==> src/rtl/alu_sched_pkg.sv <==
// Shared types and defaults for the alu_sched operation scheduler.
// Holds the opcode and FSM state encodings plus the default datapath width.
package alu_sched_pkg;

    localparam int WIDTH_DEFAULT = 2;

    typedef enum logic [1:0] {
        OP_ADD = 2'b00,
        OP_MUL = 2'b01,
        OP_SUB = 2'b10,
        OP_DIV = 2'b11
    } op_e;

    typedef enum logic [1:0] {
        ST_IDLE = 2'd0,
        ST_EXEC = 2'd1,
        ST_RESP = 2'd2
    } state_e;

endpackage

==> src/rtl/alu_sched_div.sv <==
// Iterative restoring divider for alu_sched, built only with ALU_SCHED_DIV_EN.
// The first quotient bit is resolved on the start edge, so WIDTH edges yield the result.
module alu_sched_div #(
    parameter int WIDTH = 2
) (
    input  logic             clk,
    input  logic             rst,
    input  logic             start_i,
    input  logic [WIDTH-1:0] dividend_i,
    input  logic [WIDTH-1:0] divisor_i,
    output logic             busy_o,
    output logic             done_o,
    output logic [WIDTH-1:0] quotient_o
);

    localparam int CW = $clog2(WIDTH);

    logic [WIDTH-1:0] rem_q, rem_d, quo_q, quo_d, dvs_q, dvs_d;
    logic [CW-1:0]    cnt_q, cnt_d;
    logic             busy_q, busy_d, done_q, done_d;

    logic [WIDTH-1:0] step_rem, step_quo, step_dvs;
    logic [WIDTH:0]   trial;
    logic [WIDTH-1:0] next_rem, next_quo;

    // One restoring step: shift in the next dividend bit, subtract if it fits.
    always_comb begin
        step_rem = start_i ? '0         : rem_q;
        step_quo = start_i ? dividend_i : quo_q;
        step_dvs = start_i ? divisor_i  : dvs_q;
        trial    = {step_rem, step_quo[WIDTH-1]} - {1'b0, step_dvs};
        if (trial[WIDTH]) begin
            next_rem = {step_rem[WIDTH-2:0], step_quo[WIDTH-1]};
            next_quo = {step_quo[WIDTH-2:0], 1'b0};
        end else begin
            next_rem = trial[WIDTH-1:0];
            next_quo = {step_quo[WIDTH-2:0], 1'b1};
        end
    end

    always_comb begin
        // NOTE: every next-state signal takes its current value first, so no path leaves it unassigned and no latch is inferred.
        rem_d  = rem_q;
        quo_d  = quo_q;
        dvs_d  = dvs_q;
        cnt_d  = cnt_q;
        busy_d = busy_q;
        done_d = 1'b0;
        if (start_i) begin
            rem_d  = next_rem;
            quo_d  = next_quo;
            dvs_d  = divisor_i;
            cnt_d  = CW'(WIDTH - 1);
            busy_d = 1'b1;
        end else if (busy_q) begin
            rem_d = next_rem;
            quo_d = next_quo;
            cnt_d = cnt_q - CW'(1);
            if (cnt_q == CW'(1)) begin
                busy_d = 1'b0;
                done_d = 1'b1;
            end
        end
    end

    always_ff @(posedge clk or posedge rst) begin
        // NOTE: state registers use non-blocking assignments so every flop samples pre-edge values.
        if (rst) begin
            rem_q  <= '0;
            quo_q  <= '0;
            dvs_q  <= '0;
            cnt_q  <= '0;
            busy_q <= 1'b0;
            done_q <= 1'b0;
        end else begin
            rem_q  <= rem_d;
            quo_q  <= quo_d;
            dvs_q  <= dvs_d;
            cnt_q  <= cnt_d;
            busy_q <= busy_d;
            done_q <= done_d;
        end
    end

    assign busy_o     = busy_q;
    assign done_o     = done_q;
    assign quotient_o = quo_q;

endmodule

==> src/rtl/alu_sched.sv <==
// Two-requester round-robin ALU scheduler with a single registered response slot.
// Define ALU_SCHED_DIV_EN to build the iterative divider; otherwise div reports an error.
module alu_sched
    import alu_sched_pkg::*;
#(
    parameter int WIDTH = WIDTH_DEFAULT
) (
    input  logic             clk,
    input  logic             rst,
    input  logic             req0_valid,
    input  logic             req1_valid,
    output logic             req0_ready,
    output logic             req1_ready,
    input  logic [1:0]       req0_op,
    input  logic [1:0]       req1_op,
    input  logic [WIDTH-1:0] req0_a,
    input  logic [WIDTH-1:0] req0_b,
    input  logic [WIDTH-1:0] req1_a,
    input  logic [WIDTH-1:0] req1_b,
    output logic             rsp_valid,
    input  logic             rsp_ready,
    output logic             rsp_id,
    output logic [WIDTH-1:0] rsp_result,
    output logic             rsp_flag,
    output logic             rsp_err
);

    state_e           state_q, state_d;
    op_e              op_q, op_d;
    logic             rr_q, rr_d;
    logic             id_q, id_d;
    logic [WIDTH-1:0] a_q, a_d, b_q, b_d;
    logic             rsp_id_q, rsp_id_d, rsp_flag_q, rsp_flag_d, rsp_err_q, rsp_err_d;
    logic [WIDTH-1:0] rsp_result_q, rsp_result_d;

    logic             grant, grant_id;
    op_e              g_op;
    logic [WIDTH-1:0] g_a, g_b;

    logic [WIDTH:0]     sum, diff;
    logic [2*WIDTH-1:0] prod;
    logic [WIDTH-1:0]   exec_result;
    logic               exec_flag, exec_err, exec_done;

    // With both requesters valid the pointer decides; a lone requester always wins.
    assign grant      = (state_q == ST_IDLE) && (req0_valid || req1_valid);
    assign grant_id   = (req0_valid && req1_valid) ? rr_q : req1_valid;
    assign req0_ready = grant && !grant_id;
    assign req1_ready = grant && grant_id;

    assign g_op = op_e'(grant_id ? req1_op : req0_op);
    assign g_a  = grant_id ? req1_a : req0_a;
    assign g_b  = grant_id ? req1_b : req0_b;

`ifdef ALU_SCHED_DIV_EN
    logic             div_start, div_busy, div_done;
    logic [WIDTH-1:0] div_quotient;

    assign div_start = grant && (g_op == OP_DIV) && (g_b != '0);

    alu_sched_div #(.WIDTH(WIDTH)) u_div (
        .clk        (clk),
        .rst        (rst),
        .start_i    (div_start),
        .dividend_i (g_a),
        .divisor_i  (g_b),
        .busy_o     (div_busy),
        .done_o     (div_done),
        .quotient_o (div_quotient)
    );
`endif

    assign sum  = {1'b0, a_q} + {1'b0, b_q};
    assign diff = {1'b0, a_q} - {1'b0, b_q};
    assign prod = {{WIDTH{1'b0}}, a_q} * {{WIDTH{1'b0}}, b_q};

    always_comb begin
        exec_result = '0;
        exec_flag   = 1'b0;
        exec_err    = 1'b0;
        exec_done   = 1'b1;
        case (op_q)
            OP_ADD: begin
                exec_result = sum[WIDTH-1:0];
                exec_flag   = sum[WIDTH];
            end
            OP_SUB: begin
                exec_result = diff[WIDTH-1:0];
                exec_flag   = diff[WIDTH];
            end
            OP_MUL: begin
                exec_result = prod[WIDTH-1:0];
                exec_flag   = |prod[2*WIDTH-1:WIDTH];
            end
            OP_DIV: begin
`ifdef ALU_SCHED_DIV_EN
                if (b_q == '0) begin
                    exec_err = 1'b1;
                end else if (div_done) begin
                    exec_result = div_quotient;
                end else if (div_busy) begin
                    exec_done = 1'b0;
                end else begin
                    // Divider idle without a result: report an error rather than hang in EXEC.
                    exec_err = 1'b1;
                end
`else
                exec_err = 1'b1;
`endif
            end
            default: exec_err = 1'b1;
        endcase
    end

    always_comb begin
        state_d      = state_q;
        rr_d         = rr_q;
        op_d         = op_q;
        a_d          = a_q;
        b_d          = b_q;
        id_d         = id_q;
        rsp_id_d     = rsp_id_q;
        rsp_result_d = rsp_result_q;
        rsp_flag_d   = rsp_flag_q;
        rsp_err_d    = rsp_err_q;
        case (state_q)
            ST_IDLE: begin
                if (grant) begin
                    op_d    = g_op;
                    a_d     = g_a;
                    b_d     = g_b;
                    id_d    = grant_id;
                    rr_d    = !grant_id;
                    state_d = ST_EXEC;
                end
            end
            ST_EXEC: begin
                if (exec_done) begin
                    rsp_id_d     = id_q;
                    rsp_result_d = exec_result;
                    rsp_flag_d   = exec_flag;
                    rsp_err_d    = exec_err;
                    state_d      = ST_RESP;
                end
            end
            ST_RESP: begin
                if (rsp_ready) state_d = ST_IDLE;
            end
            default: state_d = ST_IDLE;
        endcase
    end

    always_ff @(posedge clk or posedge rst) begin
        if (rst) begin
            state_q      <= ST_IDLE;
            rr_q         <= 1'b0;
            op_q         <= OP_ADD;
            a_q          <= '0;
            b_q          <= '0;
            id_q         <= 1'b0;
            rsp_id_q     <= 1'b0;
            rsp_result_q <= '0;
            rsp_flag_q   <= 1'b0;
            rsp_err_q    <= 1'b0;
        end else begin
            state_q      <= state_d;
            rr_q         <= rr_d;
            op_q         <= op_d;
            a_q          <= a_d;
            b_q          <= b_d;
            id_q         <= id_d;
            rsp_id_q     <= rsp_id_d;
            rsp_result_q <= rsp_result_d;
            rsp_flag_q   <= rsp_flag_d;
            rsp_err_q    <= rsp_err_d;
        end
    end

    assign rsp_valid  = (state_q == ST_RESP);
    assign rsp_id     = rsp_id_q;
    assign rsp_result = rsp_result_q;
    assign rsp_flag   = rsp_flag_q;
    assign rsp_err    = rsp_err_q;

endmodule

==> config.mk <==
export PLATFORM = sky130hd
export DESIGN_NAME = alu_sched
export DESIGN_NICKNAME = d
export VERILOG_FILES = /design/src/rtl/alu_sched_pkg.sv /design/src/rtl/alu_sched_div.sv /design/src/rtl/alu_sched.sv
export SDC_FILE = /design/constraint.sdc
export NUM_CORES = 1
export LEC_CHECK = 0
export BUFFER_PORTS_ARGS = -buffer_cell sky130_fd_sc_hd__buf_2
export CAP_MARGIN = 10
export CORE_ASPECT_RATIO = 0.9
export CORE_MARGIN = 4
export CORE_UTILIZATION = 45
export CTS_BUF_LIST = sky130_fd_sc_hd__clkbuf_4 sky130_fd_sc_hd__clkbuf_8 sky130_fd_sc_hd__clkbuf_16
export CTS_CLUSTER_SIZE = 28
export DETAILED_ROUTE_END_ITERATION = 6
export PLACE_DENSITY = 0.74
export SKIP_CTS_REPAIR_TIMING = 1
export SYNTH_ARGS = -nofsm -noshare
export SYNTH_HDL_FRONTEND = slang
export SYNTH_SLANG_ARGS = --single-unit
==> constraint.sdc <==
create_clock -name clk -period 2.36 [get_ports clk]
set_input_delay 0.354 -clock clk [delete_from_list [all_inputs] [get_ports clk]]
set_output_delay 0.354 -clock clk [all_outputs]
set_load 0.005 [all_outputs]
==> metrics.yaml <==
dpl.hpwl_um: 1290
clk_path_buf_depth: 2
clkLatencyLatePin_ns: 0.28
fin_cells: 123
synth.avg_cell_area_um2: 10.6
remaining_drc_errors: 0
ant_nets: 0
fin_crit_ns: 1.93
clk_pin_slew_ns: 0.09
n_fill_cell: 161
status: "finished, final reports clean"
ys_seq_area_frac: 0.471
setup_viol: 0
dp_slack_ns: 0.661
ys.warnings.count: 0
required_ns: 2.01
crit_path_end: "req1_ready"
synth_cell_types: 26
drt-total-wl_um: 1620
core.rowCount: 14
layout_setup_ws_ns: 0.431
r2r-start: "b_q[0]"
seq_area_um2: 375
cts_tree: "built"
netlist_area_um2: 797
drt-pass1-iter-count: 4
antenna_found_initial: 0
grt_usage: 0.156
grt_pass1_vias: 609
fmaxAchievable_mhz: 518
r2r_cells: 5
wl_per_cell_um: 13.2
syn-num-nets: 97
routabilityCongestion: 0.789
via_count: 631
finalCritPeriodShare: 0.818
areaGrowthSynthToFinish_pct: 19.5
hold_path_class: "in -> async"
layout_common_cells: "buf_2 (24), dfrtp_1 (15), nand2_1 (8)"
route.detailed.vias_per_inst: 5.13
cp_cell_sequence: "nor2_2 -> and3_1 -> buf_2"
initial_utilization: 0.474
ir_drop_mv: 0.655
core-area_um2: 1680
die-width_um: 52.4
cp-end-kind: "output port"
path_class: "reg -> out"
dieArea_um2: 2510
multi_input_area_um2: 370
grt_pass1_wl_um: 2700
die_h_um: 47.9
skew_ns: 0.00431
pin_count: 25
clock_sinks: 15
tns_ns: 0
cpPeakStageDelay_ns: 0.42
hold_violations: 0
p_leak_nw: 0.507
layout_commonest_cell: "buf_2"
crit_start: "state_q[1]"
critPathLaunchType: "flop"
cts_root_buf: "clkbuf_4"
ys_ff_latch: 15
drt_iter0_markers: 8
grt_remaining_overflow: 0
diodes: 0
slew_headroom: 0.626
syn_inst: 75
cpMaxStageDelayCell: "dfrtp_1"
drive_gt1_frac: 0.333
grt_max_degree: 16
rsz0062_at_grt: "false"
r2r_setup_slack_ns: 0.64
arrival_ns: 1.58
cts_buffers: 3
r2r-end: "rsp_result[1]"
worstPathMaxFanout: 9
tightest_slew_ns: 0.560
final_nets: 122
maxCapViolations: 0
power.density_nw_per_um2: 1250
dp_cells: 119
htreeDepth: 1
report.final.slew_viol_count: 0
numPortBuffers: 24
## critical path, delay by kind of cell, from the launching register on
family / cells / cell delay, ns
and+or+nand+nor: 2 / 0.71
buffers and inverters: 1 / 0.17
DFF: 1 / 0.42
## how the worst min path moves through the flow
stage | startpoint | endpoint | slack [ns] | cells past startpoint
2_1_floorplan | rst | a_q[0] | 0.26 | 1
3_3_place_gp | rst | rsp_err | 0.43 | 2
3_5_place_dp | rst | rsp_err | 0.44 | 2
4_1_cts | rst | rsp_result[1] | 0.12 | 2
5_1_grt | rst | state_q[1] | 0.16 | 2
6_report | rst | rsp_result[1] | 0.11 | 2
## where the power goes
part           switching (W)  total, W  internal (W)
sequential          0.000108  0.000487      0.000379
combinational       0.000274  0.000545      0.000271
clock              0.0000807  0.000158     0.0000772
total               0.000463   0.00119      0.000728
## metrics by stage
| stage | total power, W | cell area [µm²] | utilization | hold slack, ns |
|---|---|---|---|---|
| finish | 0.00119 | 952 | 0.566 | 0.106 |
| global route | 0.00131 | 952 | 0.566 | 0.159 |
| CTS | 0.00121 | 952 | 0.566 | 0.118 |
| detailed placement | 0.00104 | 922 | 0.548 | 0.442 |
| global placement | 0.00102 | 922 | 0.548 | 0.429 |
| floorplan | 0.000888 | 797 | - | 0.255 |
## synthesized netlist by cell type, drive strengths merged
cell	number	area [µm²]
a21boi	2	15.0
a21o	2	15.0
a21oi	5	25.0
a221o	6	60.1
a31oi	1	6.26
a32oi	1	8.76
and3	2	12.5
and3b	1	8.76
buf	3	21.3
clkbuf	1	3.75
dfrtp	15	375
fa	2	40.0
ha	3	37.5
inv	7	26.3
mux2	2	22.5
nand2	8	30.0
nand2b	3	18.8
nor2	2	10.0
nor3b	1	7.51
o21ai	3	15.0
o31ai	1	7.51
o41ai	1	8.76
or2	2	12.5
xnor2	1	8.76
## logic make-up after synthesis
group | after synthesis | share of synthesized area
AOI/OAI and AO/OA | 22 | 0.203
and+or+nand+nor | 19 | 0.126
DFF | 15 | 0.471
buffers and inverters | 11 | 0.0644
adders and majority gates | 5 | 0.0973
muxes | 2 | 0.0283
xor gates and xnor gates | 1 | 0.0110
## routing by layer
metal	GRT usage	vias to the layer above	routed length, µm
met5	0	-	0
met4	0.117	0	27
met3	0.0343	4	133
met2	0.240	28	710
met1	0.195	289	751
li1	-	310	-
## area by class of cell
| class | instances | area share |
|---|---|---|
| Clock buffer | 4 | 0.0315 |
| Inverter | 7 | 0.0276 |
| Multi-Input combinational cell | 49 | 0.389 |
| Sequential cell | 15 | 0.394 |
| Tap cell | 24 | 0.0315 |
| Timing Repair Buffer | 24 | 0.126 |
## flip-flops by register name (all words and copies together), names as in the netlist
register    cells
a_q             2
b_q             2
op_q            2
rsp_result      2
state_q         2
id_q            1
rr_q            1
rsp_err         1
rsp_flag        1
rsp_id          1
Note: power is estimated with default switching activity, not from simulation.
